### src/rtl/key_pkg.sv
// Shared types and helpers for the push-button key encoder.
package key_pkg;

    // Controller states.
    typedef enum logic [2:0] {
        IDLE     = 3'd0,
        DEBOUNCE = 3'd1,
        PRESSED  = 3'd2,
        RELEASE  = 3'd3,
        WAIT_REL = 3'd4
    } state_t;

    // All eight buttons released (keys are active-low).
    localparam logic [7:0] KEY_IDLE = 8'hFF;

    // Result of classifying a stable key pattern.
    typedef struct packed {
        logic       one;   // exactly one key pressed
        logic [2:0] idx;   // index of the pressed key when one is set
    } key_dec_t;

    // Counts the zero bits of a pattern and reports the index of the zero
    // when there is exactly one of them.
    function automatic key_dec_t decode_key(input logic [7:0] v);
        key_dec_t r;
        int       zeros;
        r     = '0;
        zeros = 0;
        for (int i = 0; i < 8; i++) begin
            if (!v[i]) begin
                zeros = zeros + 1;
                r.idx = 3'(i);
            end
        end
        r.one = (zeros == 1);
        return r;
    endfunction

endpackage

### src/rtl/key_sync.sv
// Two-flop synchronizer bringing asynchronous button levels into the clk domain.
module key_sync #(
    parameter int              DATA_W  = 8,
    parameter logic [DATA_W-1:0] RST_VAL = '1
) (
    input  logic              clk,
    input  logic              rst_n,
    input  logic [DATA_W-1:0] d,
    output logic [DATA_W-1:0] q
);

    logic [DATA_W-1:0] sync_p0;
    logic [DATA_W-1:0] sync_p1;

    // Metastability chain; reset to the "nothing pressed" level.
    always_ff @(posedge clk) begin
        if (!rst_n) begin
            sync_p0 <= RST_VAL;
            sync_p1 <= RST_VAL;
        end else begin
            sync_p0 <= d;
            sync_p1 <= sync_p0;
        end
    end

    assign q = sync_p1;

endmodule

### src/rtl/key_encoder.sv
// Debounced 8-button encoder: accepts single stable presses, reports the key
// index with a one-cycle valid pulse, and rejects stable multi-key presses.
module key_encoder
    import key_pkg::*;
#(
    parameter int DB_CYCLES = 1000000
) (
    input  logic       clk,
    input  logic       rst_n,
    input  logic [7:0] key,
    output logic [2:0] code,
    output logic       valid,
    output logic       held,
    output logic       multi
);

    localparam int              CNT_W   = $clog2(DB_CYCLES);
    localparam logic [CNT_W-1:0] CNT_MAX = CNT_W'(DB_CYCLES - 1);

    logic [7:0]       key_s;
    state_t           state, state_nx;
    logic [CNT_W-1:0] cnt, cnt_nx;
    logic [7:0]       sample, sample_nx;
    logic [2:0]       code_nx;
    logic             valid_nx, held_nx, multi_nx;
    key_dec_t         dec;

    key_sync #(
        .DATA_W  (8),
        .RST_VAL (KEY_IDLE)
    ) u_sync (
        .clk   (clk),
        .rst_n (rst_n),
        .d     (key),
        .q     (key_s)
    );

    // State, counter, captured pattern and registered outputs.
    always_ff @(posedge clk) begin
        if (!rst_n) begin
            state  <= IDLE;
            cnt    <= '0;
            sample <= KEY_IDLE;
            code   <= 3'd0;
            valid  <= 1'b0;
            held   <= 1'b0;
            multi  <= 1'b0;
        end else begin
            state  <= state_nx;
            cnt    <= cnt_nx;
            sample <= sample_nx;
            code   <= code_nx;
            valid  <= valid_nx;
            held   <= held_nx;
            multi  <= multi_nx;
        end
    end

    // Next-state logic; outputs are computed one cycle ahead and registered.
    always_comb begin
        state_nx  = state;
        cnt_nx    = cnt;
        sample_nx = sample;
        code_nx   = code;
        valid_nx  = 1'b0;
        held_nx   = 1'b0;
        multi_nx  = 1'b0;
        dec       = decode_key(sample);

        case (state)
            IDLE: begin
                if (key_s != KEY_IDLE) begin
                    sample_nx = key_s;
                    cnt_nx    = '0;
                    state_nx  = DEBOUNCE;
                end
            end

            DEBOUNCE: begin
                if (key_s != sample) begin
                    // Pattern moved: restart the stability window.
                    cnt_nx = '0;
                    if (key_s == KEY_IDLE) begin
                        sample_nx = KEY_IDLE;
                        state_nx  = IDLE;
                    end else begin
                        sample_nx = key_s;
                    end
                end else if (cnt == CNT_MAX) begin
                    cnt_nx = '0;
                    if (dec.one) begin
                        state_nx = PRESSED;
                        valid_nx = 1'b1;
                        held_nx  = 1'b1;
                        code_nx  = dec.idx;
                    end else begin
                        // sample is never all-ones here, so this is 2+ keys.
                        state_nx = WAIT_REL;
                        multi_nx = 1'b1;
                    end
                end else begin
                    cnt_nx = cnt + 1'b1;
                end
            end

            PRESSED: begin
                if (key_s != sample) begin
                    // Release or an added key both end the press.
                    cnt_nx   = '0;
                    state_nx = RELEASE;
                end else begin
                    held_nx = 1'b1;
                end
            end

            RELEASE, WAIT_REL: begin
                // Wait for a full window of all keys up before re-arming.
                if (key_s != KEY_IDLE) begin
                    cnt_nx = '0;
                end else if (cnt == CNT_MAX) begin
                    cnt_nx    = '0;
                    sample_nx = KEY_IDLE;
                    state_nx  = IDLE;
                end else begin
                    cnt_nx = cnt + 1'b1;
                end
            end

            default: begin
                cnt_nx    = '0;
                sample_nx = KEY_IDLE;
                state_nx  = IDLE;
            end
        endcase
    end

endmodule

### config.mk
export PLATFORM = sky130hd
export DESIGN_NAME = key_encoder
export DESIGN_NICKNAME = d
export VERILOG_FILES = /design/src/rtl/key_pkg.sv /design/src/rtl/key_sync.sv /design/src/rtl/key_encoder.sv
export SDC_FILE = /design/constraint.sdc
export NUM_CORES = 1
export LEC_CHECK = 0
export ABC_CLOCK_PERIOD_IN_PS = 4820
export CORE_ASPECT_RATIO = 1.5
export CORE_UTILIZATION = 47
export DETAILED_ROUTE_END_ITERATION = 10
export GPL_ROUTABILITY_DRIVEN = 0
export PLACE_DENSITY = 0.68
export SETUP_SLACK_MARGIN = 0.5
export SYNTH_ARGS = -nofsm -noshare
export SYNTH_HDL_FRONTEND = slang
export SYNTH_SLANG_ARGS = --single-unit
### constraint.sdc
create_clock -name clk -period 4.82 [get_ports clk]
set_input_delay 0.482 -clock clk [delete_from_list [all_inputs] [get_ports clk]]
set_output_delay 0.482 -clock clk [all_outputs]
set_load 0.01 [all_outputs]
==> results of run 1 <==
sequential cells by signal, summed over array words and instances, names as in the netlist:
| name | cells |
|---|---|
| cnt | 20 |
| sample | 8 |
| code | 3 |
| u_sync.sync_p0 | 8 |
| held | 1 |
| valid | 1 |
| state | 3 |
| multi | 1 |
| u_sync.q | 8 |
through the flow:
stage	setup slack, ns	total power, mW	hold slack [ns]	utilization [%]	cell area [sq um]
2_1_floorplan	0.520	0.593	0.386	-	3050
5_1_grt	0.284	0.979	0.422	59.5	3670
4_1_cts	0.494	0.911	0.411	57.4	3550
3_3_place_gp	0.274	0.625	0.391	52.5	3240
3_5_place_dp	0.0520	0.627	0.394	52.5	3240
6_report	0.417	0.924	0.407	59.5	3670
power groups by stage:
| stage | Clock [mW] | Sequential [mW] | Combinational [mW] |
|---|---|---|---|
| 6_report | 0.258 | 0.467 | 0.200 |
| 2_1_floorplan | 0 | 0.466 | 0.127 |
| 5_1_grt | 0.292 | 0.469 | 0.219 |
| 3_5_place_dp | 0 | 0.475 | 0.152 |
| 3_3_place_gp | 0 | 0.475 | 0.150 |
| 4_1_cts | 0.269 | 0.466 | 0.176 |
final cells by class:
type,instances,area [sq um]
Tap cell,74,92.6
Clock buffer,5,68.8
Inverter,11,41.3
Multi-Input combinational cell,255,2030
Sequential cell,53,1060
Clock inverter,3,25.0
Timing Repair Buffer,39,349
Fill cell,536,2500
synth_stat cells (8+ instances only):
cell type  number  area, sq um
dfxtp_1        53         1060
nand2_1        29          109
nor2_1         28          105
xor2_1         22          193
nand2b_1       21          131
xnor2_1        14          123
inv_1          11         41.3
nand4_1        11         68.8
a21oi_1        10         50.1
nand3_1        10         50.1
nor3_1         10         50.1
clkbuf_1        8         30.0
ha_1            8          100
final timing paths:
path / startpoint / to / slack (ns) / cells past startpoint
max: sample[1] / state[2] / 0.42 / 24
max reg2reg: sample[1] / state[2] / 0.42 / 24
min reg2reg: u_sync.sync_p0[4] / u_sync.q[4] / 0.41 / 1
min: u_sync.sync_p0[4] / u_sync.q[4] / 0.41 / 1
metal layers:
layer / track usage (%) / share of wire [%] / wire [microns]
met1: 25.1 / 40 / 2840
met2: 38.8 / 56 / 3920
met3: 3.18 / 1.6 / 113
met4: 9.82 / 2.5 / 174
met5: 0 / 0 / 0
critical path, delay by kind of cell (launching register included):
family                     cells  cell delay [ns]
buffers and inverters          6             0.60
DFF                            1             0.37
xor gates and xnor gates       3             0.61
adders and majority gates      4             0.80
and+or+nand+nor                5             0.64
AOI/OAI and AO/OA              6             1.25
kinds of logic (layout without fill, tap and decap cells):
| kind of cell | count (synthesis) | after routing | synth area share, % |
|---|---|---|---|
| buffers and inverters | 25 | 58 | 3.54 |
| DFF | 53 | 53 | 35.3 |
| AOI/OAI and AO/OA | 54 | 54 | 14.4 |
| and+or+nand+nor | 145 | 145 | 26.9 |
| xor gates and xnor gates | 40 | 40 | 13.6 |
| muxes | 8 | 8 | 2.91 |
| adders and majority gates | 8 | 8 | 3.33 |
what timing repair did:
item / 4_1_cts / 5_1_grt
endpoints found under the setup margin: 8 / 8
pin swaps: 13 / 17
setup buffers: 17 / 5
endpoints found under the hold margin: 0 / 0
gates resized for setup: 15 / 15
cloned: 0 / 0
==> results.tsv, run 1 <==
stage	metric	value	unit
outcome	outcome	finished clean	
worst_setup_path	cp_slowest_cell	o41ai_4	
worst_setup_path	arrival	4.62	ns
worst_setup_path	path_class	flop to flop	
logic_synthesis	avgSynthCellArea	9.03	sq um
clock_network	cts_buffers	5	
placed_design	dp_cells	410	
detailed_routing	routedWlPerCell	16.0	microns
clock_network	clkSlewWorstSetupHoldPaths	0.10	ns
grt	track_usage	21.9	%
logic_synthesis	synthFlopType	dfxtp_1	
logic_synthesis	ys_ff_latch	53	
sta	relSlewSlack	33.3	%
grt	grt_max_degree	34	
worst_setup_path	critPathCaptureType	flop	
sta	tightest_slew	0.989	ns
sta	finalCritPeriodShare	91.4	%
floorplanning	rows	35	
detailed_routing	drc	0	
power_and_ir_drop	internal_power	0.652	mW
logic_synthesis	ys_async_sr_fraction	0	%
detailed_routing	vias	2510	
detailed_routing	drt_iter0_drc	88	
sta	skew	0.0121	ns
worst_setup_path	slowest_delay	0.42	ns
power_and_ir_drop	total_leakage_power	1.51	nW
floorplanning	die_area	6730	sq um
logic_synthesis	yosysUniqueCellTypes	60	
grt	overflow	0	
worst_setup_path	required	5.03	ns
final_layout	nets	383	
power_and_ir_drop	sw_frac_of_total	29.5	%
logic_synthesis	syn_nets	351	
grt	grt_pass1_wl	11400	microns
sta	rsz0062_at_grt	true	
sta	timing.fmax	227	MHz
final_layout	final_cell_mix	50 x dfxtp_1, 29 x nand2_1, 26 x nor2_1	
grt	grt_pass1_vias	2448	
sta	finalSetupViolCount	0	
floorplanning	start_util	48.7	%
floorplanning	ios	16	
final_layout	areaGrowthSynthToFinish	22.1	%
clock_network	htreeDepth	2	
worst_setup_path	worstPathCellList	inv_2, ha_4, nand2b_4, and2_4, ha_4, nor2b_4, a31oi_4, buf_6, buf_6, buf_6, buf_6, buf_6, a21oi_4, ha_4, nor2_4, a211oi_4, ha_2, nor2b_4, xnor3_1, xnor2_2, xor2_2, o41ai_4, o21ai_1, a31o_1	
clock_network	hold_buffers	0	
floorplanning	coreArea	6170	sq um
final_layout	final_cells	440	
clock_network	cts_tree	done	
logic_synthesis	synth_cells	333	
clock_network	insertion_delay	0.32	ns
placed_design	hpwl	4440	microns
logic_synthesis	yosysWarnings	0	
sta	final_max_slew_viol_count	0	
sta	min_period	4.40	ns
run	maxCapViolCount	0	
placed_design	io_buffers	15	
power_and_ir_drop	p_comb_share	21.6	%
worst_setup_path	cp_common_cell	buf_6	
logic_synthesis	synth_edf_count	0	
power_and_ir_drop	p_per_area	252	nW/um^2
detailed_routing	viasPerCell	5.70	
sta	hold_viol	0	
logic_synthesis	syn_area	3010	sq um
clock_network	cts_sinks	53	
power_and_ir_drop	power_frac_clock	27.9	%
power_and_ir_drop	seq_power_share	50.5	%
logic_synthesis	yosysSeqAreaShare	35.3	%
floorplanning	die_h	100	microns
sta	tns	0	ns
detailed_routing	drt-total-wl	7050	microns
floorplanning	fp.dieW	67.3	microns
final_layout	drive_above_1_share	22.1	%
clock_network	root_buffer	clkbuf_8	
clock_network	cts_max_path_buffers	2	
detailed_routing	first_pass_iters	4	
worst_setup_path	startpoint_type	flop	
min_path	hp-class	flop to flop	
power_and_ir_drop	peakVddDrop	0.000202	V
grt	antenna_found_initial	0	
final_layout	mostFrequentLayoutCell	dfxtp_1	
power_and_ir_drop	netSwitchingPower	0.272	mW
worst_setup_path	worst-path-max-fanout	5	
final_layout	diodes	0	
detailed_routing	antenna_left	0	
(Power assumes the default switching activity.)
==> run 2: changes to the inputs <==
Settings changed: SKIP_CTS_REPAIR_TIMING set to 1, TNS_END_PERCENT set to 5.
==> run 2 against run 1 <==
  * Cell area fell by 4.5%
  * Largest cell class unchanged
  * Register-to-register slack lost 0.03 ns
  * Highest routed layer unchanged
  * Routed wire length shrank 8.2%
  * Largest power group unchanged
  * Sequential power is essentially flat
  * Total power is 2.1% lower
  * Flip-flop and latch count did not move
  * Critical path depth fell by 2
  * Via count is 3.9% lower
==> results.tsv, run 2 (synthesis gave the netlist of run 1 again) <==
stage	metric	value	unit
outcome	outcome	finished clean	
clock_network	cts_sinks	53	
detailed_routing	drc	0	
detailed_routing	viasPerCell	5.66	
detailed_routing	routedWlPerCell	15.2	microns
sta	timing.fmax	225	MHz
clock_network	cts_tree	done	
worst_setup_path	critPathCaptureType	flop	
sta	relSlewSlack	43.0	%
min_path	holdCritStartpoint	u_sync.sync_p0[4]	
placed_design	place_area	3240	sq um
final_layout	mostFrequentLayoutCell	dfxtp_1	
worst_setup_path	critical_path.top_delay_family	compound AO/OA/AOI/OAI gates	
worst_setup_path	worst-path-max-fanout	5	
sta	finalCritPeriodShare	92.1	%
floorplanning	die_area	6730	sq um
floorplanning	coreArea	6170	sq um
detailed_routing	vias	2413	
worst_setup_path	startpoint_type	flop	
sta	min_period	4.44	ns
worst_setup_path	path_class	flop to flop	
grt	grt_use_met2	36.2	%
min_path	hp-class	flop to flop	
detailed_routing	antenna_left	0	
final_layout	largest_reg_flops	20	
sta	finalSetupViolCount	0	
clock_network	root_buffer	clkbuf_8	
final_layout	nets	369	
floorplanning	start_util	48.7	%
detailed_routing	drt_iter0_drc	98	
final_layout	areaGrowthSynthToFinish	16.7	%
worst_setup_path	crit_end	state[2]	
worst_setup_path	arrival	4.65	ns
final_layout	final_cell_mix	50 x dfxtp_1, 29 x nand2_1, 26 x nor2_1	
worst_setup_path	required	5.04	ns
clock_network	htreeDepth	2	
worst_setup_path	r2r_end	state[2]	
grt	grt_use_met1	23.9	%
clock_network	cts_buffers	5	
worst_setup_path	path_buf_inv	2	
floorplanning	ios	16	
worst_setup_path	slowest_delay	0.38	ns
grt	grt_pass1_vias	2283	
floorplanning	rows	35	
worst_setup_path	r2r-start	sample[0]	
worst_setup_path	cp_common_cell	ha_4	
grt	grt_pass1_wl	10600	microns
detailed_routing	first_pass_iters	4	
sta	tns	0	ns
placed_design	io_buffers	15	
worst_setup_path	ff2ff_path_depth	22	
worst_setup_path	cp_slowest_cell	dfxtp_2	
power_and_ir_drop	p_per_area	258	nW/um^2
power_and_ir_drop	peakVddDrop	0.000202	V
sta	rsz0062_at_grt	true	
clock_network	cts_max_path_buffers	2	
grt	antenna_found_initial	0	
grt	track_usage	20.3	%
sta	final_max_slew_viol_count	0	
sta	tightest_slew	0.850	ns
floorplanning	fp.dieW	67.3	microns
final_layout	design_area	3510	sq um
grt	grt_max_degree	34	
placed_design	hpwl	4440	microns
power_and_ir_drop	total_leakage_power	1.43	nW
clock_network	insertion_delay	0.32	ns
run	maxCapViolCount	0	
sta	hold_viol	0	
worst_setup_path	r2r_slack	0.38	ns
grt	use_met3	2.61	%
floorplanning	die_h	100	microns
final_layout	diodes	0	
grt	top_usage_layer	met2	
worst_setup_path	worstPathCellList	inv_2, ha_4, nand2b_4, and2_4, ha_4, nor2b_4, a31oi_4, inv_2, ha_4, nor2_4, a21oi_2, ha_1, nor2_2, a211oi_2, ha_2, nor2b_4, xnor3_1, xnor2_2, xor2_2, o41ai_4, o21ai_1, a31o_1	
grt	overflow	0	
clock_network	clkSlewWorstSetupHoldPaths	0.11	ns
final_layout	num-fill-cells	564	
sta	skew	0.0184	ns
worst_setup_path	crit_cells	22	
final_layout	drive_above_1_share	18.2	%
worst_setup_path	crit_start	sample[0]	
final_layout	regMostFlops	cnt	
detailed_routing	drt-total-wl	6470	microns
==> run 2: where the power goes <==
group	leakage [nW]	internal, mW	switching (mW)
logic	0.956	0.0841	0.0931
registers	0.431	0.449	0.0168
clock network	0.0447	0.105	0.157
total	1.43	0.638	0.266
==> run 2: final cells by class <==
class                           instances  area, sq um  area share, %
Clock buffer                            5         68.8           1.96
Clock inverter                          3         25.0          0.713
Inverter                               11         41.3           1.18
Multi-Input combinational cell        255         1990           56.7
Sequential cell                        53         1070           30.4
Tap cell                               74         92.6           2.64
Timing Repair Buffer                   25          225           6.42
==> run 2: how the worst min path moves through the flow <==
stage,cells past startpoint,endpoint
floorplan,1,u_sync.q[0]
global placement,1,u_sync.q[1]
detailed placement,1,u_sync.q[1]
CTS,1,u_sync.q[4]
finish,1,u_sync.q[4]
global route,1,u_sync.q[4]
==> run 2: per-stage QoR <==
stage	power (mW)	cells	utilization (%)	setup slack (ns)	hold slack, ns
after floorplan	0.593	333	-	0.520	0.386
after global placement	0.625	410	52.5	0.274	0.391
after detailed placement	0.627	410	52.5	0.0520	0.394
after CTS	0.887	418	54.0	0.0206	0.411
after global routing	0.955	426	56.8	0.208	0.422
final	0.905	426	56.8	0.382	0.401
==> run 2: routing by layer <==
metal	share of wire, %	vias up
met1	42	1143
met2	53	40
met5	0	-
li1	-	1219
met3	2.5	11
met4	2.2	0
==> run 2: worst reg2reg max path, delay by kind of cell, from the launching register on <==
| family | cells | cell delay (ns) |
|---|---|---|
| compound gates | 6 | 1.22 |
| xor+xnor | 3 | 0.64 |
| fa+ha+maj | 5 | 1.21 |
| buf+inv | 2 | 0.13 |
| flops | 1 | 0.38 |
| simple gates | 6 | 0.74 |
